`src/rtl/bisqrt_pkg.sv`:
```
// Shared width helpers for the multi-lane JK-trace square-root approximator.
package bisqrt_pkg;

    // Ceiling log2, usable in parameter context; returns 0 for value <= 1.
    function automatic int clog2(input int value);
        int r;
        r = 0;
        for (int v = value - 1; v > 0; v = v >> 1) begin
            r++;
        end
        return r;
    endfunction

    // Trace counter width: must hold 0..depth, never narrower than one bit.
    function automatic int trace_w(input int depth);
        return (clog2(depth + 1) < 1) ? 1 : clog2(depth + 1);
    endfunction

    // Window count width: one extra bit so the all-ones window (2^cnt_w) fits.
    function automatic int result_w(input int cnt_w);
        return cnt_w + 1;
    endfunction

endpackage

```
`src/rtl/bisqrt_jk_multi_if.sv`:
```
// Control, bitstream and result bundle of the multi-lane approximator.
interface bisqrt_jk_multi_if
    import bisqrt_pkg::*;
#(
    parameter int CH    = 4,
    parameter int CNT_W = 8
);
    logic                           en;
    logic                           clr;
    logic [CH-1:0]                  in;
    logic [CH-1:0]                  out;
    logic [CH*result_w(CNT_W)-1:0]  result;
    logic                           result_valid;

    modport master (
        output en, clr, in,
        input  out, result, result_valid
    );

    modport slave (
        input  en, clr, in,
        output out, result, result_valid
    );
endinterface

```
`src/rtl/bisqrt_jk_lane.sv`:
```
// One lane: trace counter that stretches each input 1 by DEPTH extra 1s,
// plus the window accumulator of output 1s.
module bisqrt_jk_lane
    import bisqrt_pkg::*;
#(
    parameter int DEPTH = 1,
    parameter int CNT_W = 8
) (
    input  logic                        clk,
    input  logic                        rst,
    input  logic                        clr,
    input  logic                        upd,
    input  logic                        last_cycle,
    input  logic                        in,
    output logic                        out,
    output logic [result_w(CNT_W)-1:0]  sum
);
    localparam int TW = trace_w(DEPTH);
    localparam int RW = result_w(CNT_W);

    logic [TW-1:0] t;
    logic [RW-1:0] acc;

    // Output is live regardless of en: a pending trace or the input itself.
    assign out = (t != '0) | in;

    // Count including this cycle's output, so the top can latch it on the last window cycle.
    assign sum = acc + RW'(out);

    // Trace: count down while active, otherwise re-arm on an input 1.
    // NOTE: state registers use non-blocking assignments so every flop samples pre-edge values.
    always_ff @(posedge clk or posedge rst) begin
        if (rst) begin
            t <= '0;
        end else if (clr) begin
            t <= '0;
        end else if (upd) begin
            if (t != '0) begin
                t <= t - TW'(1);
            end else if (in) begin
                t <= TW'(DEPTH);
            end
        end
    end

    // Accumulator: add output 1s, restart from zero after the last window cycle.
    always_ff @(posedge clk or posedge rst) begin
        if (rst) begin
            acc <= '0;
        end else if (clr) begin
            acc <= '0;
        end else if (upd) begin
            acc <= last_cycle ? '0 : sum;
        end
    end
endmodule

```
`src/rtl/bisqrt_jk_multi.sv`:
```
// Multi-lane JK-trace unary square-root approximator with windowed binary readout.
module bisqrt_jk_multi
    import bisqrt_pkg::*;
#(
    parameter int CH    = 4,
    parameter int DEPTH = 1,
    parameter int CNT_W = 8
) (
    input  logic              clk,
    input  logic              rst,
    bisqrt_jk_multi_if.slave  bus
);
    localparam int RW = result_w(CNT_W);

    logic [CNT_W-1:0] wcnt;
    logic             last_cycle;
    logic             upd;
    logic [CH-1:0]    out_vec;
    logic [CH*RW-1:0] sums;
    logic [CH*RW-1:0] result_q;
    logic             result_valid_q;

    assign last_cycle = &wcnt;
    assign upd        = bus.en & ~bus.clr;

    for (genvar c = 0; c < CH; c++) begin : g_lane
        bisqrt_jk_lane #(
            .DEPTH (DEPTH),
            .CNT_W (CNT_W)
        ) u_lane (
            .clk        (clk),
            .rst        (rst),
            .clr        (bus.clr),
            .upd        (upd),
            .last_cycle (last_cycle),
            .in         (bus.in[c]),
            .out        (out_vec[c]),
            .sum        (sums[c*RW +: RW])
        );
    end

    // Shared window position; wraps naturally after the last cycle.
    always_ff @(posedge clk or posedge rst) begin
        if (rst) begin
            wcnt <= '0;
        end else if (bus.clr) begin
            wcnt <= '0;
        end else if (bus.en) begin
            wcnt <= wcnt + CNT_W'(1);
        end
    end

    // Strobe for exactly the cycle after a completed window; clr suppresses it.
    always_ff @(posedge clk or posedge rst) begin
        if (rst) begin
            result_valid_q <= 1'b0;
        end else begin
            result_valid_q <= upd & last_cycle;
        end
    end

    // Result register: capture all lane sums at window end, hold otherwise.
    always_ff @(posedge clk or posedge rst) begin
        if (rst) begin
            result_q <= '0;
        end else if (upd & last_cycle) begin
            result_q <= sums;
        end
    end

    assign bus.out          = out_vec;
    assign bus.result       = result_q;
    assign bus.result_valid = result_valid_q;
endmodule

```
`src/flat_wrapper.sv`:
```
// flat-port wrapper written by rule: the top's interface ports become plain ports
module bisqrt_jk_multi_flat import bisqrt_pkg::*;
#(
    parameter int CH    = 4,
    parameter int DEPTH = 1,
    parameter int CNT_W = 8
)
  (clk, rst, bus_en, bus_clr, bus_in, bus_out, bus_result, bus_result_valid);
  bisqrt_jk_multi_if #(.CH(CH), .CNT_W(CNT_W)) bus_i ();
  input  logic clk;
  input  logic rst;
  input wire logic [$bits(bus_i.en)-1:0] bus_en;
  input wire logic [$bits(bus_i.clr)-1:0] bus_clr;
  input wire logic [$bits(bus_i.in)-1:0] bus_in;
  output wire logic [$bits(bus_i.out)-1:0] bus_out;
  output wire logic [$bits(bus_i.result)-1:0] bus_result;
  output wire logic [$bits(bus_i.result_valid)-1:0] bus_result_valid;
  assign bus_i.en = bus_en;
  assign bus_i.clr = bus_clr;
  assign bus_i.in = bus_in;
  assign bus_out = bus_i.out;
  assign bus_result = bus_i.result;
  assign bus_result_valid = bus_i.result_valid;
  bisqrt_jk_multi #(.CH(CH), .DEPTH(DEPTH), .CNT_W(CNT_W)) u_core (.clk(clk), .rst(rst), .bus(bus_i));
endmodule
```
`config.mk`:
```
export PLATFORM = sky130hd
export DESIGN_NAME = bisqrt_jk_multi_flat
export DESIGN_NICKNAME = d
export VERILOG_FILES = /design/src/rtl/bisqrt_pkg.sv /design/src/rtl/bisqrt_jk_multi_if.sv /design/src/rtl/bisqrt_jk_lane.sv /design/src/rtl/bisqrt_jk_multi.sv /design/src/flat_wrapper.sv
export SDC_FILE = /design/constraint.sdc
export NUM_CORES = 1
export LEC_CHECK = 0
export ABC_AREA = 0
export BUFFER_PORTS_ARGS = -buffer_cell sky130_fd_sc_hd__buf_2
export CAP_MARGIN = 15
export CORE_MARGIN = 2
export CORE_UTILIZATION = 30
export CTS_BUF_LIST = sky130_fd_sc_hd__clkbuf_8
export CTS_CLUSTER_DIAMETER = 150
export DETAILED_ROUTE_END_ITERATION = 10
export GPL_TIMING_DRIVEN = 0
export PLACE_DENSITY = 0.56
export SKIP_LAST_GASP = 1
export SYNTH_ARGS = -nofsm -noshare
export SYNTH_HDL_FRONTEND = slang
export SYNTH_SLANG_ARGS = --single-unit
```
`constraint.sdc`:
```
create_clock -name clk -period 3.25 [get_ports clk]
set_input_delay 0.325 -clock clk [delete_from_list [all_inputs] [get_ports clk]]
set_output_delay 0.325 -clock clk [all_outputs]
set_load 0.02 [all_outputs]
```
; After elaboration in Yosys (flattened, before gate mapping)
; Index checks and enable logic that the tools add are counted.
[op_classes]
bitwise = 7
n_reduce_logical = 3
addsub = 9
muxes = 30
[ops]
columns = operator, count
row1 = $mux 9, 12
row2 = $add 9x1->9, 4
row3 = $mux 1, 16
row4 = $mux 8, 2
row5 = $add 8x1->8 const B, 1
row6 = $reduce_and 8->1, 1
row7 = $or 1x1->1, 4
row8 = $reduce_bool 2->1, 2
row9 = $sub 1x1->1 const B, 4
row10 = $and 1x1->1, 2
row11 = $not 1->1, 1
[totals]
regBits = 85
inputBits = 8

; Depth between registers and ports, before layout
; Gate-level depths: netlist (run 1).
[depth]
depth_word = 5
depth_mapped = 7
mapped_depth_nobuf = 7

; By module
; From an unflattened synthesis (run 1), not the netlist that was laid out.
[unflattened]
cells_unflattened = 433
area_unflattened_um2 = 4660.7
[by_module_without_submodules]
columns = module, area_per_inst_um2, seq_area_each_um2, cells_each, instances
row1 = bisqrt_jk_lane, 683.2, 250.2, 78, 4
row2 = bisqrt_jk_multi, 1928.1, 1126.1, 121, 1

; Worst setup path after synthesis (run 1)
; Ideal clock, no wire load.
[synth_timing]
kind = register to register
from = register u_core.g_lane[3].u_lane.t
to = register u_core.g_lane[3].u_lane.acc[6]
slack_ns = 1.547
stages_incl_launch_ff = 8
setup_time_ns = 0.120
n_path_buf = 0
t_arrival_ns = 1.583
cell_sequence = dfrtp_1 or2_2 ha_1 ha_1 nand2_1 nor2_1 nor4b_1 a31o_2
[synth_via]
elab_chain_len = 5
[synth_lines]
columns = element, line_no
row1 = "start, declared", bisqrt_jk_lane.sv:21  ; logic [TW-1:0] t;
row2 = "start signal, assigned", bisqrt_jk_lane.sv:39  ; t <= t - TW'(1);
row3 = "start signal, assigned", bisqrt_jk_lane.sv:41  ; t <= TW'(DEPTH);
row4 = $or 1x1->1, bisqrt_jk_lane.sv:25  ; assign out = (t != '0) | in;
row5 = net u_core.g_lane[3].u_lane.out, bisqrt_jk_lane.sv:15  ; output logic out,
row6 = $add 9x1->9, bisqrt_jk_lane.sv:28  ; assign sum = acc + RW'(out);
row7 = $mux 9, bisqrt_jk_lane.sv:53  ; acc <= last_cycle ? '0 : sum;
row8 = $mux 9, bisqrt_jk_lane.sv:52  ; end else if (upd) begin
row9 = $mux 9, bisqrt_jk_lane.sv:50  ; end else if (clr) begin
row10 = "end signal, assigned", bisqrt_jk_lane.sv:53
row11 = "end, declared", bisqrt_jk_lane.sv:22  ; logic [RW-1:0] acc;
; The timed path passes the listed nets, and every way through them passes these cells. The select of a mux whose other input is x is not followed.
; A chain may end at the register's enable or synchronous reset.

; Worst setup path in the final report (run 1)
[layout_timing]
from = register u_core.wcnt[0]
to = register u_core.g_lane[1].u_lane.acc[2]
[layout_via]
elab_chain_len = 4
[layout_lines]
columns = element, line_no
row1 = "start, declared", bisqrt_jk_multi.sv:15  ; logic [CNT_W-1:0] wcnt;
row2 = "start signal, assigned", bisqrt_jk_multi.sv:49  ; wcnt <= wcnt + CNT_W'(1);
row3 = $reduce_and 8->1, bisqrt_jk_multi.sv:23  ; assign last_cycle = &wcnt;
row4 = $mux 9, bisqrt_jk_lane.sv:53
row5 = $mux 9, bisqrt_jk_lane.sv:52
row6 = $mux 9, bisqrt_jk_lane.sv:50
row7 = "end signal, assigned", bisqrt_jk_lane.sv:53
row8 = "end, declared", bisqrt_jk_lane.sv:22
; No other way between the ends. The select of a mux whose other input is x is not followed.

==> results.md, run 1 <==
- The run finished with clean final reports.
- The floorplan step defined a die boundary enclosing approximately 15,000 sq um.
- The number of remaining DRC errors is 0.
- At the pin with the least slew margin, the transition time is 975.9 ps.
- The standard cell area after detailed placement is around 4600 sq um.
- The routed wire length per instance is about 15 um.
- The cell type with the largest total area after synthesis is sky130_fd_sc_hd__dfrtp_1.
- After detailed routing, the total wire length is just under 10 mm.
- IR analysis of the VDD net gives a maximum drop of roughly 250 uV.
- The core region is between 10,000 and 15,000 sq um.
- With fillers left out, the area of the finished cells amounts to roughly 4900 sq um.
- The launch instance of the worst register-to-register path is u_core.wcnt[0]$_DFFE_PP0P_.
- Max-cap violations in this run came to 0.
- Sequential cells burn 47.8% of the power.
- The element type at the critical path end is a register.
- In the detailed route, the total length drawn on met2 is 4.647 mm.
- The cell depth of the worst flop-to-flop path is 5.
- The largest clock skew in the final design is 8.088 ps.
- STA classifies the critical path startpoint as a register.
- The count of buffers added on input and output ports is 46.
- The weighted congestion at the end of routability-driven global placement is 0.8345.
- The relative slew slack is 34.50%.
- Entering global routing, the biggest net connects 50 pins.
- The number of CTS-inserted buffers is 9.
- The clock tree from TritonCTS is done.
- The maximum fanout along the worst path is 9.
- The most frequent cell after synthesis is sky130_fd_sc_hd__dfrtp_1.
- Synthesis produced 409 cells.
- Counting both buffers and inverters, the worst setup path holds a total of 0.
- From bottom edge to top edge, the die measures between 100 and 150 um.
- The effective utilization at floorplan is 30.77%.
- Setup slack closes at ~1200 ps.
- Dividing total power by cell area gives a power density of 475.8 nW/um^2.
- The total number of nets in the final design is between 400 and 500.
- The master cell of the clock root buffer is sky130_fd_sc_hd__clkbuf_8.
- The number of antenna violations at the first check in global routing is 0.
- The most used flip-flop cell after synthesis is sky130_fd_sc_hd__dfrtp_1.
- The endpoint required time on the critical path is approximately 3500 ps.
- The total number of clock tree sinks is 85.
- The critical path capture point is u_core.g_lane[1].u_lane.acc[2]$_DFFE_PP0P_.
- Once detailed placement completed, the half-perimeter wirelength came to slightly below 7 mm.
- The part of the power in combinational logic is under 10%.
- The most critical setup path has its startpoint at u_core.wcnt[0]$_DFFE_PP0P_.
- The number of antenna diodes is 0.
- The path category of the worst min-delay check is in2reg.
- Using the TritonRoute via totals, the vias-per-cell ratio works out to between 4 and 5.
- In the final routing, the length of wire on met1 measures 4.677 mm.
- The via count of the first global-routing pass came to roughly 3,200.
- Prior to clock tree synthesis, the placed netlist has a worst setup slack of approximately 1200 ps.
- The number of pins with negative max-slew slack in the final report is 0.
- After detailed routing, no signal wire sits above met4.
- Setup repair after global routing left no endpoint under its margin.
- The depth of the CTS H-tree is 3.
- The maximum clock frequency is a little under 0.5 GHz.
- The post-route minimum period is a little over 2000 ps.
- The count of cells in the finished layout, fillers not included, comes to approximately 650.
- During synthesis, Yosys emitted a total of 0 warnings.
- For this design the total switching power over the nets is 0.5443 mW.
- The number of flops mapped to enable cells by yosys is 0.
- The maximum clock insertion buffer count is 2.
- The amount of wire on met3 after detailed routing is between 400 and 500 um.
- Synthesis produced a netlist with a net count of 427.
- The number of vias after detailed routing is between 3,000 and 4,000.
- Traced cell by cell, the critical path runs through ha_1 -> nand3_1 -> o21ai_1 -> o21ai_0 -> a22o_1.
- The share of post-route cells with drive strength above 1 is approximately a fifth.
- The share of synthesized registers carrying an async set or reset is between 90% and 100%.
- The type of the worst setup path is reg2reg.
- The total power after layout is 2.309 mW.
- The number of detailed-route iterations in the first pass is 4.
- In this run the remaining antenna-violating nets after routing total 0.
- The internal power component is about 1.8 mW.
- The site row count is 42.
- The capturing point of the worst reg2reg path is u_core.g_lane[1].u_lane.acc[2]$_DFFE_PP0P_.
- The clock-pin slew reported for the worst setup and hold paths after clock tree synthesis is approximately 90 ps.
- The summed instance area of the synthesized netlist is approximately 4000 sq um.
- Measured along the x axis, the die boundary spans 120.8 um.
- In this run the register-to-register setup slack is about 1200 ps.
- The aggregate global-route resource usage is 14.46%.
- After synthesis, the netlist uses 36 different library cells.
- The post-synthesis sequential element count is 85.
- The portion of the post-synthesis area used by sequential elements is roughly half.
- Yosys attributes the largest share of cell area to sky130_fd_sc_hd__dfrtp_1 52%, sky130_fd_sc_hd__o21ai_0 6.0%, sky130_fd_sc_hd__nand2_1 5.4%.
- The family with the most delay on the worst path is compound AO/OA/AOI/OAI gates.
- The highest cell delay on the worst timing path is about 800 ps.
- Ranked by instance count, the synthesized netlist is headed by 85 x sky130_fd_sc_hd__dfrtp_1, 59 x sky130_fd_sc_hd__nand2_1, 49 x sky130_fd_sc_hd__o21ai_0, 21 x sky130_fd_sc_hd__a31oi_1, 21 x sky130_fd_sc_hd__nor2_1.
- Adding up every negative setup slack in the final design gives 0 ps.
- The first global-routing pass estimated between 15 and 20 mm of wire.
- The share of Yosys cell area claimed by the top area cell type is roughly half.
- The cell with the biggest individual delay on the critical path is sky130_fd_sc_hd__o21ai_1.
- The final count of hold timing violations is 0.
- The boundary pin count is about 50.
- The final core area utilization is between 30% and 40%.
- The analysis attributes to cell leakage a power of roughly 2.3 nW.
- The critical path arrival is between 2000 and 2500 ps.
- The worst hold margin is roughly 230 ps.
- The number of DRC violations after detailed-routing iteration 0 is ~100.
- The layout-stage area growth over the synthesis result is 18.62%.
- Setup violations remaining at the end of the flow were counted as 0.
- Net switching is 23.57% of the power.
- Global routing finished with a remaining overflow of 0.
- After detailed placement, the design holds a cell count of approximately 630.
- The proportion of power drawn by the clock network is between 40% and 50%.
- The clock latency of the later-clocked register in the worst-skew pair is approximately 380 ps.
- The layout has around 1,300 filler cells.
- After synthesis, the mean cell area works out to around 10 sq um.
- Counting buffers and inverters, the worst setup path is 5 cells deep.
- The ratio of final minimum period to clock period is between 60% and 70%.
-- cells by family after synthesis --
family	share of synthesized area [%]
AO/OA/AOI/OAI	14.62
flip-flops	51.99
multiplexers	2.722
XOR/XNOR	7.493
buffers and inverters	4.404
adder cells (fa/ha/maj)	3.058
AND/OR/NAND/NOR	15.72
-- state kept, by name, summed over array words and instances (netlist names) --
| name | flops |
|---|---|
| u_core.bus.result_valid | 1 |
| u_core.wcnt | 8 |
| u_core.bus.result | 36 |
| u_core.g_lane.u_lane.acc | 36 |
| u_core.g_lane.u_lane.t | 4 |
-- power groups by stage --
stage | registers [mW] | logic [mW] | clock network, mW
6_report | 1.10 | 0.198 | 1.01
3_5_place_dp | 1.12 | 0.197 | 0
2_1_floorplan | 1.12 | 0.142 | 0
5_1_grt | 1.11 | 0.224 | 1.07
3_3_place_gp | 1.12 | 0.188 | 0
4_1_cts | 1.10 | 0.199 | 1.03
-- worst register-to-register path, stage by stage, from the launching register on --
cell and delay, ps:
sky130_fd_sc_hd__dfrtp_1 410, sky130_fd_sc_hd__ha_1 210, sky130_fd_sc_hd__nand3_1 140, sky130_fd_sc_hd__o21ai_1 790
sky130_fd_sc_hd__o21ai_0 170, sky130_fd_sc_hd__a22o_1 210
-- cells in the final DEF (no fill, tap or decap), drive strengths merged, types with 4 or more instances in the layout --
cell    count
mux2        9
xor2       15
a31oi      21
a22o        7
or2         5
and3        5
xnor2      20
bufinv      4
dfrtp      85
nand2      59
ha         10
nand2b      7
buf        65
o21ai      50
a41oi       4
clkbuf     24
nor2       21
nand3      13
a21oi      16
nand4       8
-- worst min-delay path by stage --
| stage | start | end | slack, ps | cells after the start |
|---|---|---|---|---|
| 2_1_floorplan | u_core.g_lane[3].u_lane.acc[0]$_DFFE_PP0P_ | u_core.g_lane[3].u_lane.acc[0]$_DFFE_PP0P_ | 470 | 1 |
| 3_3_place_gp | u_core.bus.result[29]$_DFFE_PP0P_ | u_core.bus.result[29]$_DFFE_PP0P_ | 460 | 2 |
| 3_5_place_dp | rst | u_core.bus.result[21]$_DFFE_PP0P_ | 400 | 2 |
| 4_1_cts | bus_in[3] | u_core.g_lane[3].u_lane.t$_DFFE_PP0P_ | 220 | 3 |
| 5_1_grt | bus_in[3] | u_core.g_lane[3].u_lane.t$_DFFE_PP0P_ | 210 | 3 |
| 6_report | bus_in[3] | u_core.g_lane[3].u_lane.t$_DFFE_PP0P_ | 230 | 3 |
-- cell type report --
| class | count | area [sq um] | area share [%] |
|---|---|---|---|
| buffer | 32 | 168.9 | 3.480 |
| clock buffer | 10 | 137.6 | 2.836 |
| clock inverter | 6 | 133.9 | 2.758 |
| inverter | 3 | 13.76 | 0.2836 |
| multi-input combinational | 289 | 1784 | 36.76 |
| sequential | 85 | 2127 | 43.83 |
| tap | 176 | 220.2 | 4.537 |
| timing repair buffer | 48 | 267.8 | 5.517 |
-- per-layer routing --
metal | track usage (%) | up-vias
met5 | 0 | -
met4 | 4.506 | 0
met2 | 22.32 | 77
met3 | 4.198 | 14
met1 | 19.61 | 1519
li1 | - | 1536
-- repair_timing --
item | CTS | global route
endpoints found under the hold margin | 1 | 0
hold buffers | 1 | 0
gates resized for setup | 0 | 0
buffers inserted | 0 | 0
setup endpoints to repair | 0 | 0
Note: power is estimated with default switching activity, not from simulation.
==> run 2, diff against run 1 <==
Settings changed: ABC_AREA 0 to 1, PLACE_DENSITY 0.56 to 0.57.
Clock period 3.25 ns to 1.7 ns, I/O delays scaled along.
==> results.md, run 2 <==
- The critical path is of the reg2reg type.
- The weighted congestion at the end of routability-driven global placement is roughly 0.78.
- After synthesis, the mean cell area works out to ~8 sq um.
- The relative slew slack is 56.94%.
- The maximum ir drop on the vdd rail is between 400 and 500 uV.
- The pin count of the biggest net entering global routing is 32.
- The distinct cell type count after synthesis is 26.
- Of all cell types, the one taking the most synthesized area is sky130_fd_sc_hd__dfrtp_1.
- In the final layout, the share of cells above drive strength 1 is a little under a fifth.
- The type of element launching the critical path is a register.
- The most frequent cell after synthesis is sky130_fd_sc_hd__nand2_1.
- Total power for the finished layout comes to slightly above 4 mW.
- In this run the static leakage power is 2.606 nW.
- The clock drives between 80 and 90 sinks.
- The terminating pin of the worst hold path is u_core.g_lane[2].u_lane.t$_DFFE_PP0P_.
- The number of antenna diodes is 0.
- The first detailed-routing pass took 4 iterations.
- The total area inside the core boundary comes to 13,720 sq um.
- The maximum clock frequency is 0.6200 GHz.
- The share of Yosys cell area claimed by the top area cell type is 51.13%.
- Measured in cells, the most critical reg-to-reg path has a length of 9.
- In this run, synthesis inferred 0 flip-flops with an integrated enable.
- The commonest non-fill, non-tap cell in the layout is sky130_fd_sc_hd__nand2_1.
- Once detail routing completed, the nets flagged for antenna violations numbered 0.
- Sorting the synthesized cells by how often they occur yields 256 x sky130_fd_sc_hd__nand2_1, 85 x sky130_fd_sc_hd__dfrtp_1, 32 x sky130_fd_sc_hd__inv_1, 32 x sky130_fd_sc_hd__nor2_1, 18 x sky130_fd_sc_hd__o21ai_0.
- Clock-pin slew was measured on the worst setup and hold paths at 90 ps.
- The number of instances on the worst hold path is 3.
- The worst setup path is captured at a register.
- The final setup violation count is 0.
- The run finished with clean final reports.
- STA puts the critical path data arrival time at about 1900 ps.
- The total nets after synthesis is approximately 540.
- Detailed placement finished with a half-perimeter wire length of ~6.9 mm.
- The final layout contains routed wiring with a total length of 9.553 mm.
- In this run the core area contains between 40 and 50 standard-cell rows.
- The endpoint required time on the critical path is roughly 2000 ps.
- By area the synthesized netlist is led by sky130_fd_sc_hd__dfrtp_1 51%, sky130_fd_sc_hd__nand2_1 23%, sky130_fd_sc_hd__ha_1 3.0%.
- The most used flip-flop cell after synthesis is sky130_fd_sc_hd__dfrtp_1.
- The maximum clock insertion buffer count is 2.
- The number of DRC violations after detailed-routing iteration 0 is between 100 and 150.
- In this run the critical register-to-register path is launched from u_core.g_lane[3].u_lane.t$_DFFE_PP0P_.
- The final critical path takes up 94.87% of the cycle.
- The clock tree from TritonCTS is done.
- At the end of the flow, the number of nets in the layout was 600.
- The summed instance area of the synthesized netlist is around 4200 sq um.
- For the pin with the worst max-slew slack, the measured transition is roughly 640 ps.
- The worst hold margin is 53.46 ps.
- Counting flops and latches in the post-synthesis netlist gives 85.
- The count of port buffers added during placement is 48.
- The number of pins with negative max-slew slack in the final report is 0.
- Summing all placed instances gives a cell area of ~4700 sq um.
- The capturing point of the worst reg2reg path is u_core.bus.result[35]$_DFFE_PP0P_.
- After routing the design area is approximately 5000 sq um.
- The boundary pin count is between 40 and 50.
- The worst path meets setup with between 80 and 90 ps of slack.
- Setup slack on the worst reg-to-reg path comes out at around 87 ps.
- The routed wire length per instance is 12.46 um.
- The startpoint of the tightest hold check path is bus_in[2].
- Setup repair after global routing left no endpoint under its margin.
- Relative to the synthesized area, the layout overhead comes to 19.40%.
- The clock period could shrink to around 1600 ps.
- The master cell of the clock root buffer is sky130_fd_sc_hd__clkbuf_8.
- The total power per unit cell area is ~830 nW/um^2.
- Summed over all layers, the global routing overflow is 0.
- The maximum fanout along the worst path is 3.
- The share of synthesized registers carrying an async set or reset is 100.0%.
- The number of vias after detailed routing is between 3,000 and 4,000.
- The die covers ~15,000 sq um.
- The effective utilization at floorplan is 30.32%.
- The die width is approximately 120 um.
- The die is roughly 120 um tall.
- The total negative slack for setup checks is 0 ps.
- The number of antenna violations at the first check in global routing came to 0.
- Buffers inserted during clock tree synthesis total 9.
- The first-pass GRT wire length is approximately 16 mm.
- The depth of the CTS H-tree is 3.
- The cell count after synthesis came out at between 500 and 600.
- The clock latency of the later-clocked register in the worst-skew pair is 370 ps.
- The path category of the worst min-delay check is in2reg.
- The via count of the first global-routing pass came to roughly 3,400.
- In the routed design, unresolved DRC markers number 0.
- Dividing the detail-routed via count by the number of cells gives roughly 4.4.
- The library cells used most frequently in the layout, excluding fill and tap cells, are 254 x sky130_fd_sc_hd__nand2_1, 85 x sky130_fd_sc_hd__dfrtp_1, 51 x sky130_fd_sc_hd__buf_2, 32 x sky130_fd_sc_hd__inv_1, 31 x sky130_fd_sc_hd__nor2_1.
- The max-capacitance violation count is 0.
- For the final database, setup skew stands at between 15 and 20 ps.
- Summing the sequential cell areas from Yosys gives 51.13% of the chip area.
- The aggregate global-route resource usage is between 10 and 15%.
- The Yosys step of the flow raised 0 warnings.
- The final count of hold timing violations is 0.
- The worst slack at placement is -57.09 ps.
run 2: worst max path at each step:
stage,start,endpoint,slack (ps),cells past startpoint
floorplan,u_core.g_lane[3].u_lane.t$_DFFE_PP0P_,u_core.bus.result[31]$_DFFE_PP0P_,130,8
global placement,rst,u_core.g_lane[1].u_lane.t$_DFFE_PP0P_,-110,2
detailed placement,u_core.g_lane[3].u_lane.t$_DFFE_PP0P_,u_core.g_lane[3].u_lane.acc[4]$_DFFE_PP0P_,-60,8
CTS,u_core.g_lane[1].u_lane.t$_DFFE_PP0P_,u_core.g_lane[1].u_lane.acc[2]$_DFFE_PP0P_,-0.5,5
global route,u_core.g_lane[3].u_lane.t$_DFFE_PP0P_,u_core.bus.result[35]$_DFFE_PP0P_,5,9
finish,u_core.g_lane[3].u_lane.t$_DFFE_PP0P_,u_core.bus.result[35]$_DFFE_PP0P_,90,9
run 2: area by class of cell:
class                           count  area, sq um
Buffer                             17        142.6
Clock buffer                       10        137.6
Clock inverter                      6        110.1
Fill cell                        1446         8752
Inverter                           35        135.1
Multi-Input combinational cell    383         1799
Sequential cell                    85         2127
Tap cell                          180        225.2
Timing Repair Buffer               51        290.3
run 2: logic make-up (layout without fill, tap and decap cells):
family	after synthesis	count (layout)	synth area share [%]
simple gates	323	323	31.28
xor+xnor	11	11	2.316
compound gates	39	39	5.684
flops	85	85	51.13
buf+inv	52	119	6.586
fa+ha+maj	10	10	3.008
run 2: worst max-delay path, stage by stage (launching register included):
cell	delay, ps
sky130_fd_sc_hd__dfrtp_1	380
sky130_fd_sc_hd__or2_2	320
sky130_fd_sc_hd__ha_4	190
sky130_fd_sc_hd__ha_2	200
sky130_fd_sc_hd__nand2_2	80
sky130_fd_sc_hd__nor2_1	80
sky130_fd_sc_hd__nand3b_1	90
sky130_fd_sc_hd__nand2_1	80
sky130_fd_sc_hd__nand2_1	60
sky130_fd_sc_hd__nand2_1	40
run 2: what timing repair did:
item,in CTS,in global routing
endpoints found under the setup margin,6,18
resized for setup,1,9
endpoints found under the hold margin,27,0
hold buffers,1,0
buffers inserted,0,0
run 2: power breakdown:
part           total [mW]  switching, mW  internal (mW)  leakage [nW]
Clock                1.77          0.758           1.02         0.124
Sequential           2.09         0.0365           2.06          1.18
Combinational       0.263          0.170         0.0928          1.30
run 2: metrics by stage:
step / utilization [%] / cells
finish: 36.21 / 767
global route: 36.21 / 767
CTS: 35.93 / 767
detailed placement: 34.04 / 750
global placement: 33.74 / 748
floorplan: - / 520
run 2: metal layers:
layer  track usage (%)  share of wire, %
met5                 0                 0
met4             4.239              0.86
met3             3.699               4.4
met2             22.66                47
met1             18.69                48
==> run 3, diff against run 2 <==
Settings changed: CTS_BUF_LIST sky130_fd_sc_hd__clkbuf_8 to not set.
==> results.md, run 3 (synthesized netlist as in run 2, its figures left out) <==
- The flow ran to the end, and the final reports show no timing, DRC or antenna violations.
- The clock latency of the later-clocked register in the worst-skew pair is 350 ps.
- The tool flagged a number of max-cap violations equal to 0.
- In this run, CTS created clock tree buffers numbering 9.
- The largest clock skew in the final design is ~12 ps.
- Relative to the synthesized area, the layout overhead comes to 21.83%.
- The weighted congestion at the end of routability-driven global placement is ~0.8.
- The total negative slack for setup checks is 0 ps.
- The multi-input combinational cells in the finished layout cover a total of ~1800 sq um.
- Setup repair after global routing left no endpoint under its margin.
- By startpoint and endpoint, the worst setup path is classified as reg2reg.
- The core area is 13,720 sq um.
- The maximum clock frequency is between 0.6 and 0.7 GHz.
- Measured on the finished design, the core utilization comes to 36.94%.
- Power spread over the standard cell area amounts to ~900 nW/um^2.
- Using the TritonRoute via totals, the vias-per-cell ratio works out to approximately 4.5.
- The family with the most delay on the worst path is simple AND/OR/NAND/NOR gates.
- Once layout is done, the placed cells without fillers occupy between 5000 and 6000 sq um.
- The first TritonRoute pass finished after 4 iterations.
- The library cell used most frequently in the layout, excluding fill and tap cells, is sky130_fd_sc_hd__nand2_1.
- The tree is rooted in a sky130_fd_sc_hd__clkbuf_16.
- For this run, design rule violations remaining after detail routing come to 0.
- The first global-routing pass estimated around 16 mm of wire.
- The post-route minimum period is 1615 ps.
- The die width is 121.8 um.
- The ratio of final minimum period to clock period is approximately 95%.
- The type of element launching the critical path is a register.
- The repair_antennas step left the layout with diodes totalling 0.
- Walking the worst path, the cells encountered are or2_2 -> ha_4 -> ha_2 -> nand2_2 -> nor2_1 -> nand3b_1 -> nand2_1 -> nand2_1 -> nand2_1.
- Setup violations remaining at the end of the flow were counted as 0.
- The half-perimeter wire length of the detailed placement result is between 6 and 7 mm.
- The number of nets with antenna violations after detailed routing is 0.
- The final count of hold timing violations is 0.
- The buffers plus inverters on the worst setup path is 0.
- Once placement finished, the instance area stood at around 4700 sq um.
- From bottom edge to top edge, the die measures 121.8 um.
- At the worst endpoint, the arrival time is 1850 ps.
- The filler cells instantiated in the layout total about 1,400.
- The worst-margin pin slew is between 600 and 700 ps.
- The element type at the critical path end is a register.
- The total number of clock tree sinks is 85.
- The library cells used most frequently in the layout, excluding fill and tap cells, are 254 x sky130_fd_sc_hd__nand2_1, 85 x sky130_fd_sc_hd__dfrtp_1, 51 x sky130_fd_sc_hd__buf_2, 31 x sky130_fd_sc_hd__nor2_1, 31 x sky130_fd_sc_hd__inv_1.
- In the final design database the tool counted 600 nets.
- Counting stages on the worst path, the most repeated cell is sky130_fd_sc_hd__nand2_1.
- The via count of the first global-routing pass is 3,374.
- Global routing consumed, over all layers together, 14.16% of the routing resources.
- The sequential cells in the finished layout cover a total of between 2000 and 2500 sq um.
- The leakage power summed over all cells is 2.648 nW.
- The total wirelength of the detailed-routed design is around 9.6 mm.
- The effective utilization at floorplan is a little under a third.
- The number of vias after detailed routing is between 3,000 and 4,000.
- The number of antenna violations at the first check in global routing is 0.
- The H-tree was split into 3 levels.
- The routed wire length per instance is roughly 12 um.
- The pin count of the biggest net entering global routing is 32.
- For this run, the slowest stage of the critical path takes roughly 370 ps.
- Buffers placed on the I/O ports in this run total 48.
- The total power after layout is 4.663 mW.
- The total overflow left after global routing is 0.
- The clock passes through at most 2 buffers.
- Data on the critical path is required at its endpoint by approximately 1900 ps.
- The clock-pin slew reported for the worst setup and hold paths after clock tree synthesis is about 60 ps.
- The number of pins with negative max-slew slack in the final report is 0.
- Along the worst path, the maximum fanout reaches 3.
- The relative slew slack is a little under three fifths.
- Pin placement for this block handled 49 I/O pins.
- The floorplan has 43 rows.
- The post-route netlist has around a fifth of its cells at a drive strength greater than 1.
- The min-delay analysis places its worst path in the category in2reg.
- The post-placement cell count is 750.
- The total die area is between 10,000 and 15,000 sq um.
- The slowest stage of the critical path belongs to the cell sky130_fd_sc_hd__dfrtp_1.
- The clock tree from TritonCTS is done.
- The finished layout holds around 770 standard cells, fillers aside.
- VDD sags by at most approximately 540 uV.
- For this block, the initial DRC count from the detailed router was 152.
==> run 3: worst register-to-register path, cell delays in order (launching register included) <==
cell	delay (ps)
sky130_fd_sc_hd__dfrtp_1	370
sky130_fd_sc_hd__or2_2	320
sky130_fd_sc_hd__ha_4	190
sky130_fd_sc_hd__ha_2	200
sky130_fd_sc_hd__nand2_2	80
sky130_fd_sc_hd__nor2_1	80
sky130_fd_sc_hd__nand3b_1	90
sky130_fd_sc_hd__nand2_1	80
sky130_fd_sc_hd__nand2_1	60
sky130_fd_sc_hd__nand2_1	40
==> run 3: per-layer routing <==
metal  GRT usage, %  vias to the layer above  part of all wire [%]  routed length [um]
li1               -                     1737                     -                   -
met1          18.66                     1617                    49                4654
met2          22.80                       54                    46                4408
met3          3.277                       13                   3.7                 352
met4          5.172                        0                   1.5                 140
met5              0                        -                     0                   0
==> run 3: area by class of cell <==
class,count,share of cell area [%]
buffer,17,2.814
clock buffer,11,4.789
clock inverter,5,2.098
inverter,35,2.666
multi-input combinational,383,35.50
sequential,85,41.96
tap,180,4.443
timing repair buffer,51,5.727
==> run 3: final timing paths <==
check,end,from,slack (ps),cells after the start
max in group asynchronous,u_core.bus.result[27]$_DFFE_PP0P_,rst,450,5
min in group asynchronous,u_core.bus.result[30]$_DFFE_PP0P_,rst,460,3
setup reg to reg,u_core.bus.result[35]$_DFFE_PP0P_,u_core.g_lane[3].u_lane.t$_DFFE_PP0P_,90,9
setup / recovery,u_core.bus.result[35]$_DFFE_PP0P_,u_core.g_lane[3].u_lane.t$_DFFE_PP0P_,90,9
hold reg to reg,u_core.bus.result[1]$_DFFE_PP0P_,u_core.bus.result[1]$_DFFE_PP0P_,480,2
hold / removal,u_core.g_lane[2].u_lane.t$_DFFE_PP0P_,bus_in[2],80,3
==> run 3: repair_timing <==
| item | CTS | global route |
|---|---|---|
| resized for setup | 1 | 9 |
| endpoints found under the hold margin | 27 | 0 |
| buffers inserted | 0 | 0 |
| setup endpoints to repair | 6 | 17 |
| hold buffers | 1 | 0 |
==> run 3: metrics by stage <==
| stage | hold WS (ps) | setup slack [ps] |
|---|---|---|
| 6_report | 79.21 | 85.48 |
| 5_1_grt | 101.3 | 2.372 |
| 4_1_cts | 70.23 | -3.412 |
| 3_5_place_dp | 298.5 | -57.09 |
| 3_3_place_gp | 415.9 | -113.0 |
| 2_1_floorplan | 242.7 | 130.0 |
==> run 3: power by group <==
group	total (mW)	internal (mW)	leakage [nW]	switching, mW
logic	0.263	0.0929	1.30	0.170
clock network	2.30	1.48	0.166	0.821
registers	2.10	2.06	1.18	0.0363
